$ cat src/rtl/expr_sig_collector.sv
// Collects 90-bit expression results into a 32-bit Galois MISR signature, counts
// accepted vectors, and reports done plus a golden-signature compare after NUM_VECS.
module expr_sig_collector #(
  parameter int          NUM_VECS = 256,
  parameter logic [31:0] SEED     = 32'hFFFFFFFF,
  parameter logic [31:0] POLY     = 32'h04C11DB7
) (
  input  logic        clk,
  input  logic        rst,
  input  logic        start,
  input  logic        clear,
  input  logic        y_valid,
  output logic        y_ready,
  input  logic [89:0] y_in,
  input  logic [31:0] expect_sig,
  output logic [31:0] sig,
  output logic [15:0] vec_count,
  output logic        busy,
  output logic        done,
  output logic        pass
);

  typedef enum logic [1:0] {IDLE, RUN, DONE} state_t;

  localparam logic [15:0] LAST = 16'(NUM_VECS - 1);

  // Handshake: a vector transfers on a rising edge where y_valid and y_ready are
  // both high; y_ready depends only on state, never on y_valid.
  state_t      state, state_next;
  logic [31:0] sig_next;
  logic [15:0] count_next;
  logic        pass_next;
  logic        accept;
  logic [31:0] fold;
  logic [31:0] misr;

  assign y_ready = (state == RUN);
  assign busy    = (state == RUN);
  assign done    = (state == DONE);
  assign accept  = y_valid & y_ready;

  assign fold = y_in[31:0] ^ y_in[63:32] ^ {6'b0, y_in[89:64]};
  assign misr = {sig[30:0], 1'b0} ^ (sig[31] ? POLY : 32'h0) ^ fold;

  always_comb begin
    state_next = state;
    sig_next   = sig;
    count_next = vec_count;
    pass_next  = pass;
    if (clear) begin
      state_next = IDLE;
      sig_next   = SEED;
      count_next = 16'd0;
      pass_next  = 1'b0;
    end else begin
      case (state)
        IDLE: begin
          if (start) begin
            state_next = RUN;
            sig_next   = SEED;
            count_next = 16'd0;
            pass_next  = 1'b0;
          end
        end
        RUN: begin
          // y_in and expect_sig only reach state through this branch
          if (accept) begin
            sig_next   = misr;
            count_next = vec_count + 16'd1;
            if (vec_count == LAST) begin
              state_next = DONE;
              pass_next  = (misr == expect_sig);
            end
          end
        end
        DONE: begin
          if (start) begin
            state_next = RUN;
            sig_next   = SEED;
            count_next = 16'd0;
            pass_next  = 1'b0;
          end
        end
        default: begin
          state_next = IDLE;
          sig_next   = SEED;
          count_next = 16'd0;
          pass_next  = 1'b0;
        end
      endcase
    end
  end

  always_ff @(posedge clk or posedge rst) begin
    if (rst) begin
      state     <= IDLE;
      sig       <= SEED;
      vec_count <= 16'd0;
      pass      <= 1'b0;
    end else begin
      state     <= state_next;
      sig       <= sig_next;
      vec_count <= count_next;
      pass      <= pass_next;
    end
  end

endmodule
$ cat config.mk
export PLATFORM = sky130hd
export DESIGN_NAME = expr_sig_collector
export DESIGN_NICKNAME = d
export VERILOG_FILES = /design/src/rtl/expr_sig_collector.sv
export SDC_FILE = /design/constraint.sdc
export NUM_CORES = 1
export LEC_CHECK = 0
export BUFFER_PORTS_ARGS = -buffer_cell sky130_fd_sc_hd__clkbuf_2
export CAP_MARGIN = 25
export CORE_UTILIZATION = 24
export DETAILED_ROUTE_END_ITERATION = 10
export GPL_TIMING_DRIVEN = 0
export SLEW_MARGIN = 20
export SYNTH_ARGS = -nofsm -noshare
export SYNTH_HDL_FRONTEND = slang
export SYNTH_SLANG_ARGS = --single-unit
$ cat constraint.sdc
create_clock -name clk -period 4.6 [get_ports clk]
set_input_delay 0.23 -clock clk [delete_from_list [all_inputs] [get_ports clk]]
set_output_delay 0.23 -clock clk [all_outputs]
set_load 0.01 [all_outputs]
==> out/results.tsv, run 1 <==
metric	value	unit
status	complete, no violations	
sequentialPowerShare	37.7	%
synth_area_leader_cell	dfstp_2	
max_stage_delay	0.70	ns
whs	0.0366	ns
clkTransAtPathRegs	0.07	ns
ys.flop_type	dfstp_2	
startpoint_type	flip-flop	
start_util	24.7	%
setup.worst_path.start	sig[31]	
reg2reg_from	sig[31]	
synth_top_area_share	21.5	%
syn_area	0.00392	mm2
cts-buffers-inserted	5	
drv_cap	0	
irDropWorstVdd	0.130	mV
grt_max_degree	52	
powerDensity	245	mW/mm2
crit_path_frequent_cell	nand4_1	
clkPwrFrac	30.3	%
boundaryPins	179	
crit_required	4.83	ns
synth_cells	342	
worstPathCellList	buf_6 -> buf_12 -> xnor2_1 -> xnor3_1 -> nand4_1 -> nor4_1 -> nand4_1 -> nand2_1	
power	0.00128	W
die-area	0.0168	mm2
syn_avg_cell_area	11.5	um2
wire_per_inst	15.2	um
n_antenna_cell	0	
setup.worst_path.end_class	flip-flop	
cp_num_buf_inv	2	
clk_latency	0.29	ns
drt_wl_total	11.3	mm
antenna_left	0	
synth_sequential_area_ratio	33.6	%
p_leak	2.53	nW
clockBufferDepth	2	
p_sw_share	28.6	%
setup_tns	0	ns
ctsResizeCount	0	
async_flop_share	100	%
grt_pass1_vias	3311	
setup_ws	2.15	ns
cts_setup_buffers	0	
dpl_worst_slack	2.11	ns
die_x	130	um
synth_area_leaders	dfstp_2 21%, xnor2_1 17%, xnor3_1 15%, dfrtp_1 12%, nor2_1 4.2%	
ys_seq_elements	51	
tightest_slew	0.753	ns
gp_congestion	0.775	
clock.fmax	0.409	GHz
finalCritPeriodShare	53.2	%
core_area	0.0159	mm2
min_path_type	in -> async	
drive_above_1_share	45.5	%
viasPerCell	4.28	
grt_pass1_wl	17.5	mm
intPower	0.000914	W
r2r-end	pass	
cp.arrival	2.67	ns
dp_hpwl	9.30	mm
htree_num_levels	2	
critical-path-slowest-cell	nor4_1	
drt_iter0_drc	108	
cts_hold_buf	0	
antenna_found_initial	0	
overflow	0	
synth-edff-count	0	
synth.most_common_cell	xnor2_1	
reg2reg_slack	2.15	ns
die_y	130	um
critPathMaxFanout	10	
finish.net_count	655	
root_buffer	clkbuf_16	
cts_sinks	51	
port_buffers	178	
hold_violations	0	
ys_types	50	
cts_tree	built	
yosys-top-cells-count	75 x xnor2_1, 44 x nor2_1, 32 x dfstp_2	
route.detailed.drc	0	
finalSetupViolations	0	
pwr-share-comb	32.1	%
postSynthNetCount	470	
crit_type	reg -> reg	
area_delta_synth_final	33.7	%
yosysWarnings	0	
grt_use_total	13.8	%
drt_first_pass_iters	4	
grt_setup_unrepaired	false	
reg2reg_depth	8	
final_util	33.0	%
row_count	46	
finalMaxSlewViolations	0	
slew_headroom	49.4	%
vias	3184	
switching_power	0.000366	W
path_delay_family	simple AND/OR/NAND/NOR gates	
skew	0.00875	ns
min_period	2.45	ns
[through the flow]
| step | instances | cell area, um2 |
|---|---|---|
| floorplan | 342 | 3920 |
| global placement | 736 | 5080 |
| detailed placement | 736 | 5080 |
| CTS | 744 | 5240 |
| global route | 744 | 5240 |
| finish | 744 | 5240 |
[registers in the layout, indices dropped and copies added, names as in the netlist]
name,count
sig,32
vec_count,16
pass,1
state,2
[kinds of logic after synthesis]
family                   after synthesis  share of synthesized area (%)
AND/OR/NAND/NOR                       96                           12.3
multiplexers                           1                          0.288
XOR/XNOR                             130                           43.3
AO/OA/AOI/OAI                         50                           8.28
flip-flops                            51                           33.6
buffers and inverters                 13                           1.98
adder cells (fa/ha/maj)                1                          0.319
[routing by layer]
metal  wire length [um]  part of all wire (%)  GRT usage (%)
met1               4920                    44           16.9
met2               5630                    50           25.0
met3                493                   4.4           1.93
met4                258                   2.3           4.45
met5                  0                     0              0
[power by group through the flow]
stage	combinational (W)	sequential, W	clock (W)
2_1_floorplan	0.000272	0.000492	0
3_3_place_gp	0.000411	0.000489	0
3_5_place_dp	0.000418	0.000490	0
4_1_cts	0.000421	0.000482	0.000404
5_1_grt	0.000451	0.000484	0.000420
6_report	0.000410	0.000482	0.000388
[final cells by class]
type                       count  area (um2)
buffer                        11        70.1
clock buffer                   7         143
clock inverter                 1        8.76
fill                        1679       10600
inverter                       2        10.0
multi-input combinational    278        2530
sequential                    51        1320
tap                          216         270
timing repair buffer         178         891
[how the worst max path moves through the flow]
| stage | end | cells after the start | slack (ns) |
|---|---|---|---|
| 6_report | pass | 8 | 2.15 |
| 5_1_grt | pass | 8 | 1.98 |
| 4_1_cts | pass | 8 | 2.09 |
| 3_5_place_dp | pass | 8 | 2.11 |
| 3_3_place_gp | pass | 8 | 2.14 |
| 2_1_floorplan | pass | 7 | 2.61 |
[placed cells by master (no fill, tap or decap), types with 2 or more instances in the layout]
cell	instances
xnor3_1	26
xnor2_2	2
nor4_2	2
clkbuf_1	8
xor3_2	3
nand3_1	10
dfrtp_1	19
nand4_1	7
a21oi_1	29
xnor3_2	3
a22o_1	2
o21ai_0	2
nor3_1	3
dfstp_2	32
nor2b_1	3
nor4_1	5
nor2_1	44
xor3_4	3
o32a_1	5
xor2_1	16
clkbuf_16	5
and3_1	4
a211o_1	2
nor3b_1	5
nand2_1	7
clkbuf_2	178
xnor2_1	75
[worst register-to-register path, delay by kind of cell (launching register included)]
kind | cells | cell delay, ns
and+or+nand+nor | 4 | 1.19
DFF | 1 | 0.55
xor gates and xnor gates | 2 | 0.35
buffers and inverters | 2 | 0.30
No activity file was read; power rests on OpenSTA's default activity.
==> run 2, diff against run 1 <==
--- a/config.mk
+++ b/config.mk
@@ -5,6 +5,7 @@
 export SDC_FILE = /design/constraint.sdc
 export NUM_CORES = 1
 export LEC_CHECK = 0
+export ABC_AREA = 1
 export BUFFER_PORTS_ARGS = -buffer_cell sky130_fd_sc_hd__clkbuf_2
 export CAP_MARGIN = 25
 export CORE_UTILIZATION = 24
==> constraint.sdc (replaced) <==
create_clock -name clk -period 2.07 [get_ports clk]
set_input_delay 0.1035 -clock clk [delete_from_list [all_inputs] [get_ports clk]]
set_output_delay 0.1035 -clock clk [all_outputs]
set_load 0.01 [all_outputs]
==> out/results.tsv, run 2 <==
metric	value	unit
status	complete, no violations	
dpl_worst_slack	-0.0771	ns
critical-path-slowest-cell	dfstp_2	
clkPwrFrac	27.4	%
clk_latency	0.30	ns
min_path_type	in -> reg	
async_flop_share	100	%
cts-buffers-inserted	5	
antenna_left	0	
cp_num_buf_inv	2	
viasPerCell	4.30	
finish.net_count	988	
yosys-top-cells-count	249 x nand2_1, 104 x inv_1, 52 x nand3_1	
ys_seq_elements	51	
final_cell_mix	248 x nand2_1, 181 x clkbuf_2, 103 x inv_1	
seq_area	0.00132	mm2
synth_cells	671	
cts_tree	built	
grt_max_degree	52	
crit_type	reg -> reg	
start_util	24.7	%
syn_area	0.00430	mm2
n_fill_cell	1949	
synth_top_area_share	21.7	%
synth_area_leader_cell	nand2_1	
antenna_found_initial	0	
vias	4669	
crit_path_frequent_cell	nand2_1	
drt_wl_total	13.5	mm
finalMaxSlewViolations	0	
worstPathCellList	inv_2 -> buf_6 -> nand2_1 -> nand3_1 -> nand3_1 -> nand2_1 -> nand2_1 -> nand2_1 -> nor2_1 -> nand3_1 -> nor2_2 -> nand3_2 -> nand2_1	
ys.flop_type	dfstp_2	
multiInputGateArea	0.00255	mm2
die_y	136	um
drv_cap	0	
synth.most_common_cell	nand2_1	
pwr-share-comb	36.6	%
min_period	1.94	ns
cp.arrival	2.19	ns
dp_hpwl	11.0	mm
holdPathStages	4	
boundaryPins	179	
hold_violations	0	
port_buffers	178	
grt_pass1_wl	21.4	mm
yosysWarnings	0	
irDropWorstVdd	0.353	mV
n_antenna_cell	0	
wire_per_inst	12.4	um
area_delta_synth_final	32.6	%
path_delay_family	simple AND/OR/NAND/NOR gates	
switching_power	0.00121	W
row_count	48	
final_util	32.7	%
postSynthNetCount	799	
drt_iter0_drc	174	
drt_first_pass_iters	5	
max_stage_delay	0.58	ns
grt_pass1_vias	4401	
route.detailed.drc	0	
drive_above_1_share	29.6	%
cts_sinks	51	
setup.worst_path.end_class	flip-flop	
grt_setup_unrepaired	true	
mostFrequentLayoutCell	nand2_1	
root_buffer	clkbuf_16	
intPower	0.00204	W
skew	0.00921	ns
clockBufferDepth	2	
synth_sequential_area_ratio	30.6	%
startpoint_type	flip-flop	
die_x	136	um
syn_avg_cell_area	6.41	um2
clkTransAtPathRegs	0.08	ns
synth_area_leaders	nand2_1 22%, dfstp_2 20%, dfrtp_1 11%, inv_1 9.1%, xnor2_1 7.3%	
die-area	0.0184	mm2
finalCritPeriodShare	93.9	%
overflow	0	
sequentialPowerShare	36.0	%
slew_headroom	54.9	%
crit_required	2.31	ns
synth-edff-count	0	
reg_top3	sig (32), vec_count (16), state (2)	
p_sw_share	37.3	%
grt_use_total	14.9	%
ys_types	35	
finalSetupViolations	0	
setup_ws	0.126	ns
tightest_slew	0.677	ns
top_register	sig	
cp.depth	13	
critPathMaxFanout	10	
htree_num_levels	2	
reg2reg_depth	13	
gp_congestion	0.804	
p_leak	3.17	nW
core_area	0.0174	mm2
largest_reg_flops	32	
powerDensity	570	mW/mm2
clock.fmax	0.514	GHz
[run 2: worst paths after layout]
kind	endpoint	from	slack [ns]
max	pass	sig[31]	0.13
max reg2reg	pass	sig[31]	0.13
max in group asynchronous	vec_count[13]	rst	1.18
min in group asynchronous	vec_count[11]	rst	0.45
min reg2reg	sig[8]	sig[8]	0.52
min	state[0]	clear	0.11
[run 2: cell type report]
type | instances | area share, %
multi-input combinational | 502 | 44.7
sequential | 51 | 23.1
timing repair buffer | 182 | 16.2
inverter | 107 | 7.14
tap | 225 | 4.94
clock buffer | 5 | 2.20
buffer | 11 | 1.23
clock inverter | 3 | 0.461
[run 2: power by group through the flow]
stage	combinational, W	sequential, W	clock, W
after floorplan	0.000734	0.00120	0
after global placement	0.00116	0.00119	0
after detailed placement	0.00119	0.00119	0
after CTS	0.00120	0.00117	0.000928
after global routing	0.00137	0.00118	0.000964
final	0.00119	0.00117	0.000891
[run 2: kinds of logic (layout without fill, tap and decap cells)]
| logic type | Yosys count | count (layout) | synth area share, % |
|---|---|---|---|
| buffers and inverters | 118 | 308 | 10.9 |
| and+or+nand+nor | 391 | 391 | 39.1 |
| DFF | 51 | 51 | 30.6 |
| AOI/OAI and AO/OA | 53 | 53 | 7.51 |
| adders and majority gates | 1 | 1 | 0.291 |
| xor gates and xnor gates | 57 | 57 | 11.6 |
[run 2: metal layers]
metal,wire length (um),GRT usage (%),up-vias
li1,-,-,2462
met1,6000,18.2,2075
met5,0,0,-
met2,6650,27.0,126
met4,82,3.00,0
met3,724,2.65,6
[run 2: worst reg2reg max path, delay by kind of cell (launching register included)]
family / cells / cell delay, ns
simple gates: 11 / 1.02
buf+inv: 2 / 0.28
flops: 1 / 0.58
[run 2: per-stage QoR]
stage	hold slack (ns)	power, W	cells	instance area (um2)	setup TNS, ns
final	0.113	0.00325	1086	5700	0
after global routing	0.120	0.00351	1086	5700	-0.0969
after floorplan	0.312	0.00194	671	4300	0
after global placement	0.442	0.00236	1074	5470	-3.04
after detailed placement	0.263	0.00238	1074	5470	-0.557
after CTS	0.106	0.00330	1085	5650	0
[run 2: timing repair]
action,CTS,global route
setup buffers,2,1
pin swaps,0,1
endpoints found under the setup margin,11,26
gates resized for setup,2,14
hold buffers,1,0
hold endpoints to repair,19,0
==> run 3, diff against run 2 <==
--- a/config.mk
+++ b/config.mk
@@ -8,9 +8,13 @@
 export ABC_AREA = 1
 export BUFFER_PORTS_ARGS = -buffer_cell sky130_fd_sc_hd__clkbuf_2
 export CAP_MARGIN = 25
-export CORE_UTILIZATION = 24
+export CELL_PAD_IN_SITES_DETAIL_PLACEMENT = 1
+export CELL_PAD_IN_SITES_GLOBAL_PLACEMENT = 1
+export CORE_UTILIZATION = 30
 export DETAILED_ROUTE_END_ITERATION = 10
 export GPL_TIMING_DRIVEN = 0
+export PLACE_DENSITY_LB_ADDON = 0.1
+export SKIP_LAST_GASP = 1
 export SLEW_MARGIN = 20
 export SYNTH_ARGS = -nofsm -noshare
 export SYNTH_HDL_FRONTEND = slang
==> out/results.tsv, run 3 (synthesis gave the netlist of run 2 again) <==
metric	value	unit
crit_required	2.30	ns
grt_setup_unrepaired	true	
drt_first_pass_iters	4	
drt_wl_total	14.3	mm
drt_iter0_drc	140	
htree_num_levels	2	
viasPerCell	4.64	
start_util	30.8	%
design_area	0.00564	mm2
route.detailed.drc	0	
top_register	sig	
clockBufferDepth	2	
wire_per_inst	13.7	um
dp_hpwl	11.8	mm
status	complete, no violations	
finish.net_count	989	
clk_latency	0.29	ns
port_buffers	178	
crit_type	reg -> reg	
clock.fmax	0.516	GHz
final_cell_mix	247 x nand2_1, 181 x clkbuf_2, 103 x inv_1	
startpoint_type	flip-flop	
finalCritPeriodShare	93.6	%
worstPathCellList	ha_1 -> nand2_1 -> nor2_2 -> nand2_2 -> nor2_4 -> nand2_2 -> nor3_4 -> nand3_1 -> nor2_2 -> nand2_1 -> nand2_1 -> nand2_1 -> nor2_1	
boundaryPins	179	
crit_path_frequent_cell	nand2_1	
grt_max_degree	52	
skew	0.00759	ns
dr_wl_met2	7.42	mm
p_leak	3.17	nW
drt-met1-wl	6.11	mm
die_y	122	um
mostFrequentLayoutCell	nand2_1	
setup.worst_path.end_class	flip-flop	
slew_headroom	55.1	%
min_period	1.94	ns
powerDensity	571	mW/mm2
drv_cap	0	
final_util	40.5	%
dpl-instance-area	0.00542	mm2
area_delta_synth_final	31.2	%
root_buffer	clkbuf_16	
critical-path-slowest-cell	dfrtp_1	
cts-buffers-inserted	5	
critPathMaxFanout	4	
met3_length	669	um
clkTransAtPathRegs	0.07	ns
irDropWorstVdd	0.297	mV
cts_tree	built	
row_count	43	
drive_above_1_share	29.8	%
gp_congestion	0.771	
min_path_type	in -> reg	
n_antenna_cell	0	
vias	4839	
cp_num_buf_inv	0	
antenna_found_initial	0	
grt_pass1_wl	23.7	mm
die_x	122	um
max_stage_delay	0.39	ns
finalMaxSlewViolations	0	
grt_pass1_vias	4994	
reg_top3	sig (32), vec_count (16), state (2)	
path_delay_family	simple AND/OR/NAND/NOR gates	
overflow	0	
grt_use_total	20.5	%
die-area	0.0148	mm2
core_area	0.0139	mm2
finalSetupViolations	0	
hold_violations	0	
antenna_left	0	
topRoutingLayerUsed	met4	
cp.arrival	2.17	ns
tightest_slew	0.673	ns
cts_sinks	51	
largest_reg_flops	32	
[run 3: per-layer routing]
layer | global-route usage [%] | up-vias
met5 | 0 | -
met1 | 24.3 | 2261
met3 | 3.51 | 11
li1 | - | 2463
met2 | 38.4 | 104
met4 | 4.09 | 0
[run 3: tightest hold or removal path: stages]
cell      delay, ns
clkbuf_2       0.08
inv_1          0.07
nand2_1        0.07
a21boi_0       0.08
[run 3: layout make-up]
type	instances	area, um2
plain buffers	11	70.1
repair buffers	183	931
multi-input cells	502	2550
well taps	180	225
flip-flops and latches	51	1320
fillers	1911	8300
inverters	107	405
clock buffers	6	129
clock inverters	2	12.5
[run 3: what timing repair did]
action	in CTS	in global routing
endpoints found under the hold margin	19	0
setup endpoints to repair	7	19
resized for setup	1	16
hold buffers	1	0
buffers inserted	0	4
pin swaps	0	3
[run 3: through the flow]
stage / power [W] / hold WS (ns) / cells / setup WS, ns / TNS, ns
2_1_floorplan: 0.00194 / 0.312 / 671 / 0.355 / 0
3_3_place_gp: 0.00234 / 0.435 / 1029 / -0.0797 / -1.44
3_5_place_dp: 0.00240 / 0.270 / 1029 / 0.00470 / 0
4_1_cts: 0.00327 / 0.138 / 1038 / 0.00457 / 0
5_1_grt: 0.00347 / 0.171 / 1042 / -0.0776 / -0.0978
6_report: 0.00322 / 0.136 / 1042 / 0.133 / 0
[run 3: final timing paths]
kind,start,end,slack [ns],cells past startpoint
setup / recovery,vec_count[1],vec_count[14],0.13,13
hold / removal,clear,state[0],0.14,4
setup reg to reg,vec_count[1],vec_count[14],0.13,13
hold reg to reg,sig[5],sig[5],0.53,2
max in group asynchronous,rst,vec_count[0],1.13,3
min in group asynchronous,rst,vec_count[3],0.47,3
[run 3: power by group]
part | internal, W | switching (W)
registers | 0.00110 | 0.0000719
logic | 0.000476 | 0.000731
clock network | 0.000448 | 0.000391
